$ cat config.mk
export PLATFORM = sky130hd
export DESIGN_NAME = range_stats_flat
export DESIGN_NICKNAME = d
export VERILOG_FILES = /design/src/rtl/range_stats_if.sv /design/src/rtl/range_stats.sv /design/src/flat_wrapper.sv
export SDC_FILE = /design/constraint.sdc
export NUM_CORES = 1
export LEC_CHECK = 0
export ABC_CLOCK_PERIOD_IN_PS = 4900
export CORE_MARGIN = 4
export CORE_UTILIZATION = 50
export DETAILED_ROUTE_END_ITERATION = 16
export PLACE_DENSITY = 0.74
export SYNTH_ARGS = -nofsm -noshare
export SYNTH_HDL_FRONTEND = slang
export SYNTH_SLANG_ARGS = --single-unit
export TNS_END_PERCENT = 1
$ cat constraint.sdc
create_clock -name clock -period 4.9 [get_ports clock]
set_input_delay 0.735 -clock clock [delete_from_list [all_inputs] [get_ports clock]]
set_output_delay 0.735 -clock clock [all_outputs]
set_load 0.05 [all_outputs]
$ cat src/rtl/range_stats_if.sv
// Sample/control and result bundle for range_stats.
// master drives samples and window control, slave returns results.
`timescale 1ns/1ps
interface range_stats_if #(
  parameter int WIDTH     = 16,
  parameter int CNT_WIDTH = 8
);
  logic [WIDTH-1:0]     data_in;
  logic                 data_valid;
  logic                 go;
  logic                 finish;
  logic [WIDTH-1:0]     min_out;
  logic [WIDTH-1:0]     max_out;
  logic [WIDTH-1:0]     range_out;
  logic [CNT_WIDTH-1:0] count_out;
  logic                 result_valid;
  logic                 empty;
  logic                 cnt_sat;
  logic                 debug_error;

  modport master (
    output data_in, data_valid, go, finish,
    input  min_out, max_out, range_out, count_out,
    input  result_valid, empty, cnt_sat, debug_error
  );

  modport slave (
    input  data_in, data_valid, go, finish,
    output min_out, max_out, range_out, count_out,
    output result_valid, empty, cnt_sat, debug_error
  );
endinterface

$ cat src/rtl/range_stats.sv
// Windowed min/max/range/count tracker with go/finish framing.
// Results are captured on window close and held until the next close.
`timescale 1ns/1ps
module range_stats #(
  parameter int WIDTH     = 16,
  parameter int CNT_WIDTH = 8,
  parameter bit SIGNED    = 1'b0
) (
  input  logic         clock,
  input  logic         reset_n,
  range_stats_if.slave bus
);

  typedef enum logic [1:0] {
    S_IDLE,
    S_ACTIVE,
    S_DONE,
    S_ERROR
  } state_t;

  state_t st, nxt;

  logic [WIDTH-1:0]     min_r, max_r;
  logic [WIDTH-1:0]     min_n, max_n;
  logic [CNT_WIDTH-1:0] cnt_r, cnt_n;
  logic [WIDTH-1:0]     min_o, max_o, rng_o;
  logic [CNT_WIDTH-1:0] cnt_o;
  logic                 empty_r, sat_r;
  logic                 start, accept, close, cnt_full;

  function automatic logic lt(
    input logic [WIDTH-1:0] a,
    input logic [WIDTH-1:0] b
  );
    if (SIGNED) return $signed(a) < $signed(b);
    else        return a < b;
  endfunction

  // finish outranks go in every state
  assign start    = bus.go && !bus.finish;
  assign close    = (st == S_ACTIVE) && bus.finish;
  assign accept   = (st == S_ACTIVE) && bus.data_valid
                    && !start;
  assign cnt_full = &cnt_r;

  always_ff @(posedge clock or negedge reset_n) begin
    if (!reset_n) st <= S_IDLE;
    else          st <= nxt;
  end

  always_comb begin
    nxt = st;
    unique case (st)
      S_IDLE:   if (bus.finish) nxt = S_ERROR;
                else if (bus.go) nxt = S_ACTIVE;
      S_ACTIVE: if (bus.finish) nxt = S_DONE;
      S_DONE:   if (bus.finish) nxt = S_ERROR;
                else if (bus.go) nxt = S_ACTIVE;
      S_ERROR:  if (start) nxt = S_ACTIVE;
      default:  nxt = S_IDLE;
    endcase
  end

  always_comb begin
    bus.result_valid = (st == S_DONE);
    bus.debug_error  = (st == S_ERROR);
  end

  always_comb begin
    min_n = min_r;
    max_n = max_r;
    cnt_n = cnt_r;
    if (accept) begin
      if (cnt_r == '0) begin
        min_n = bus.data_in;
        max_n = bus.data_in;
      end else begin
        if (lt(bus.data_in, min_r)) min_n = bus.data_in;
        if (lt(max_r, bus.data_in)) max_n = bus.data_in;
      end
      if (!cnt_full) cnt_n = cnt_r + 1'b1;
    end
  end

  always_ff @(posedge clock or negedge reset_n) begin
    if (!reset_n) begin
      min_r   <= '0;
      max_r   <= '0;
      cnt_r   <= '0;
      sat_r   <= 1'b0;
      empty_r <= 1'b0;
      min_o   <= '0;
      max_o   <= '0;
      rng_o   <= '0;
      cnt_o   <= '0;
    end else begin
      if (start) begin
        cnt_r   <= '0;
        sat_r   <= 1'b0;
        empty_r <= 1'b0;
      end else if (accept) begin
        min_r <= min_n;
        max_r <= max_n;
        cnt_r <= cnt_n;
        if (cnt_full) sat_r <= 1'b1;
      end
      if (close) begin
        cnt_o <= cnt_n;
        if (cnt_n == '0) begin
          empty_r <= 1'b1;
          min_o   <= '0;
          max_o   <= '0;
          rng_o   <= '0;
        end else begin
          min_o <= min_n;
          max_o <= max_n;
          rng_o <= max_n - min_n;
        end
      end
    end
  end

  assign bus.min_out   = min_o;
  assign bus.max_out   = max_o;
  assign bus.range_out = rng_o;
  assign bus.count_out = cnt_o;
  assign bus.empty     = empty_r;
  assign bus.cnt_sat   = sat_r;

endmodule
$ cat src/flat_wrapper.sv
// flat-port wrapper written by rule: the top's interface ports become plain ports
module range_stats_flat 
#(
  parameter int WIDTH     = 16,
  parameter int CNT_WIDTH = 8,
  parameter bit SIGNED    = 1'b0
)
  (clock, reset_n, bus_data_in, bus_data_valid, bus_go, bus_finish, bus_min_out, bus_max_out, bus_range_out, bus_count_out, bus_result_valid, bus_empty, bus_cnt_sat, bus_debug_error);
  range_stats_if #(.WIDTH(WIDTH), .CNT_WIDTH(CNT_WIDTH)) bus_i ();
  input  logic clock;
  input  logic reset_n;
  input wire logic [$bits(bus_i.data_in)-1:0] bus_data_in;
  input wire logic [$bits(bus_i.data_valid)-1:0] bus_data_valid;
  input wire logic [$bits(bus_i.go)-1:0] bus_go;
  input wire logic [$bits(bus_i.finish)-1:0] bus_finish;
  output wire logic [$bits(bus_i.min_out)-1:0] bus_min_out;
  output wire logic [$bits(bus_i.max_out)-1:0] bus_max_out;
  output wire logic [$bits(bus_i.range_out)-1:0] bus_range_out;
  output wire logic [$bits(bus_i.count_out)-1:0] bus_count_out;
  output wire logic [$bits(bus_i.result_valid)-1:0] bus_result_valid;
  output wire logic [$bits(bus_i.empty)-1:0] bus_empty;
  output wire logic [$bits(bus_i.cnt_sat)-1:0] bus_cnt_sat;
  output wire logic [$bits(bus_i.debug_error)-1:0] bus_debug_error;
  assign bus_i.data_in = bus_data_in;
  assign bus_i.data_valid = bus_data_valid;
  assign bus_i.go = bus_go;
  assign bus_i.finish = bus_finish;
  assign bus_min_out = bus_i.min_out;
  assign bus_max_out = bus_i.max_out;
  assign bus_range_out = bus_i.range_out;
  assign bus_count_out = bus_i.count_out;
  assign bus_result_valid = bus_i.result_valid;
  assign bus_empty = bus_i.empty;
  assign bus_cnt_sat = bus_i.cnt_sat;
  assign bus_debug_error = bus_i.debug_error;
  range_stats #(.WIDTH(WIDTH), .CNT_WIDTH(CNT_WIDTH), .SIGNED(SIGNED)) u_core (.clock(clock), .reset_n(reset_n), .bus(bus_i));
endmodule
==> load_flow_metrics.sql <==
INSERT INTO impl_metrics (metric_group, metric, value, unit) VALUES
('run_status', 'outcome', 'completed', ''),
('final_layout', 'combined_area_of_the_multi_input_logic_cells', '2830', 'um^2'),
('power_and_ir_drop', 'vdd_drop_max', '0.000443', 'V'),
('final_layout', 'synthToLayoutAreaGrowth', '28.5', '%'),
('final_layout', 'layout.filler_cells', '898', ''),
('worst_setup_path', 'master_of_the_slowest_instance_on_the_critical_path', 'clkdlybuf4s50_1', ''),
('worst_setup_path', 'crit_type', 'primary input to register', ''),
('sta', 'final-hold-violation-count', '0', ''),
('worst_setup_path', 'required', '5130', 'ps'),
('worst_setup_path', 'critical_path_peak_fanout', '16', ''),
('worst_setup_path', 'cp.buffers_inverters', '4', ''),
('logic_synthesis', 'syn_area_per_cell', '9.96', 'um^2'),
('route', 'drt_iter0_drc', '332', ''),
('floorplan', 'die_height', '115', 'um'),
('sta', 'finalClockSkew', '6.65', 'ps'),
('final_layout', 'finish.net_count', '762', ''),
('logic_synthesis', 'synthesis.area', '5700', 'um^2'),
('route', 'drc_errors', '0', ''),
('route', 'drt-pass1-iter-count', '5', ''),
('worst_setup_path', 'worst_setup_path_start_kind', 'primary input', ''),
('floorplan', 'die_w', '115', 'um'),
('placement', 'placedInstanceArea', '6980', 'um^2'),
('worst_setup_path', 'reg2regPathDepth', '18', ''),
('clock_tree', 'clock_tree_from_tritoncts', 'yes', ''),
('worst_hold_path', 'hold_class', 'primary input to async pin', ''),
('global_routing', 'grt_pass1_wl', '24300', 'um'),
('sta', 'fmax', '0.210', 'GHz'),
('worst_setup_path', 'rr_startpoint', 'u_core.min_r[6]', ''),
('logic_synthesis', 'mappedNetlistNets', '642', ''),
('logic_synthesis', 'register_bit_total_from_synthesis', '100', ''),
('route', 'ant_nets', '0', ''),
('placement', 'dp.final_hpwl', '10700', 'um'),
('floorplan', 'design.portCount', '81', ''),
('worst_setup_path', 'critPathArrivalTime', '4990', 'ps'),
('placement', 'gp_congestion', '0.939', ''),
('worst_setup_path', 'slack_of_the_worst_reg_to_reg_path', '710', 'ps'),
('global_routing', 'via_count_of_the_first_global_routing_pass', '4782', ''),
('global_routing', 'grt_util_all_layers', '0.234', ''),
('route', 'route.vias.total', '4600', ''),
('logic_synthesis', 'post_synth_inst_count', '572', ''),
('floorplan', 'floorplan.initialDensity', '0.519', ''),
('final_layout', 'postLayoutCellArea', '7320', 'um^2'),
('logic_synthesis', 'synth.distinct_cells', '52', ''),
('clock_tree', 'post_cts_buffers', '0', ''),
('final_layout', 'final_core_util', '0.666', ''),
('final_layout', 'commonest_cells_after_routing_fill_and_taps_aside', 'dfrtp_1 (100), clkdlybuf4s50_1 (79), inv_1 (70), nand2_1 (68), buf_4 (52)', ''),
('sta', 'timing.final.max_slew_violations', '0', ''),
('sta', 'timing_worst_slew_pin_value', '799', 'ps'),
('final_layout', 'post_route_cells_drive_above_1_share', '0.159', ''),
('worst_setup_path', 'slowest_delay', '520', 'ps'),
('power_and_ir_drop', 'powerDensity', '612', 'nW/um^2'),
('final_layout', 'final_common_cell', 'dfrtp_1', ''),
('clock_tree', 'clock_latency', '350', 'ps'),
('floorplan', 'row_count', '38', ''),
('floorplan', 'core', '11000', 'um^2'),
('power_and_ir_drop', 'leak', '3.47', 'nW'),
('logic_synthesis', 'async_reset_ff_frac', '1.00', ''),
('route', 'via_per_inst', '5.50', ''),
('clock_tree', 'clk_pin_slew_worst_paths', '70', 'ps'),
('clock_tree', 'clock-sinks', '100', ''),
('sta', 'period_minus_slack', '4760', 'ps'),
('power_and_ir_drop', 'totalPowerFinal', '4.48', 'mW'),
('sta', 'period_share', '0.971', ''),
('final_layout', 'insertedDiodeCount', '0', ''),
('route', 'wl', '14500', 'um'),
('clock_tree', 'tritoncts.num_buffers', '9', ''),
('worst_setup_path', 'r2r_end', 'u_core.bus.range_out[14]', ''),
('floorplan', 'die_area', '13200', 'um^2'),
('global_routing', 'pin_count_of_the_biggest_net_entering_global_routing', '64', ''),
('route', 'routed_length_per_placed_instance', '17.3', 'um'),
('worst_setup_path', 'worst_path_top_cell_family_by_delay', 'compound AO/OA/AOI/OAI gates', '');
## where the power goes
group          switching, mW  total, mW  internal (mW)
sequential             0.167       1.24           1.07
clock                  0.309      0.781          0.472
combinational           1.44       2.46           1.02
total                   1.92       4.48           2.56
## area by class of cell
cell class | count | share of cell area
Multi-Input combinational cell | 377 | 0.386
Sequential cell | 100 | 0.342
Timing Repair Buffer | 133 | 0.167
Inverter | 71 | 0.0364
Clock buffer | 11 | 0.0345
Tap cell | 140 | 0.0239
Clock inverter | 4 | 0.00992
## stage by stage
step                worst slack, ps  std cells  TNS (ps)  hold WS [ps]
global route                  -35.9        836     -46.5           513
global placement               10.6        821         0           462
CTS                             171        836         0           484
floorplan                       548        572         0           439
detailed placement             -153        821      -307           469
finish                          142        836         0           477
## metal layers
layer,share of wire,track usage,vias up
met5,0,0,-
met4,0.023,0.0782,0
met3,0.050,0.0437,29
met2,0.46,0.364,120
met1,0.47,0.331,2229
li1,-,-,2222
## flip-flops by register name (all words and copies together) (netlist names)
register	cells
u_core.bus.cnt_sat	1
u_core.bus.count_out	8
u_core.bus.empty	1
u_core.bus.max_out	16
u_core.bus.min_out	16
u_core.bus.range_out	16
u_core.cnt_r	8
u_core.max_r	16
u_core.min_r	16
u_core.st	2
## synthesized netlist by cell type (2+ instances only)
master	n	area share
a21boi_0	2	0.0026
a21oi_1	19	0.017
nand3b_1	3	0.0040
inv_1	70	0.046
nand2_1	68	0.045
xor2_1	5	0.0077
o41ai_1	4	0.0061
a211oi_1	6	0.0079
buf_4	4	0.0053
ha_1	48	0.11
a22o_1	4	0.0061
and3_1	5	0.0055
o21a_1	2	0.0026
nand4_1	7	0.0077
mux2_2	31	0.061
nand2b_1	4	0.0044
mux2i_1	19	0.033
nor2_1	24	0.016
o21ai_0	22	0.019
clkbuf_1	13	0.0086
xnor2_1	10	0.015
nand3_1	8	0.0070
a21o_1	7	0.0092
o31ai_1	40	0.053
dfrtp_1	100	0.44
o22ai_1	2	0.0022
nor3_1	5	0.0044
nor2b_1	6	0.0066
o211ai_1	3	0.0040
buf_2	7	0.0061
and2_1	3	0.0033
## worst max path at each step
| stage | slack, ps | from | endpoint |
|---|---|---|---|
| after detailed placement | -150 | bus_data_in[1] | u_core.bus.range_out[14] |
| after floorplan | 550 | bus_data_in[6] | u_core.bus.range_out[14] |
| after global placement | 10 | bus_data_in[1] | u_core.bus.range_out[14] |
| after CTS | 170 | bus_data_in[6] | u_core.bus.range_out[14] |
| after global routing | -40 | bus_data_in[6] | u_core.bus.range_out[14] |
| final | 140 | bus_data_in[1] | u_core.bus.range_out[14] |
## logic make-up (layout without fill, tap and decap cells)
| family | after synthesis | after routing | share of synthesized area |
|---|---|---|---|
| and+or+nand+nor | 141 | 141 | 0.118 |
| adders and majority gates | 49 | 49 | 0.109 |
| muxes | 50 | 50 | 0.0947 |
| DFF | 100 | 100 | 0.439 |
| AOI/OAI and AO/OA | 121 | 121 | 0.145 |
| xor gates and xnor gates | 16 | 16 | 0.0272 |
| buffers and inverters | 95 | 219 | 0.0668 |
## worst reg2reg max path, stage by stage (launching register included)
cell and delay (ps):
dfrtp_1 390, inv_1 60, ha_1 300, a21oi_1 130, nand2_1 70, a2111o_1 390, o21ai_0 150, and3_2 250
mux2_2 370, ha_1 220, fa_1 410, nor2b_1 160, o21ai_0 110, a21boi_1 200, o211ai_1 140, a21oi_2 170
o211ai_1 110, and3b_1 200, o41ai_1 250
## repair_timing
action | in CTS | in global routing
hold buffers | 0 | 0
gates resized for setup | 0 | 4
setup endpoints to repair | 0 | 5
Note: power is estimated with default switching activity, not from simulation.
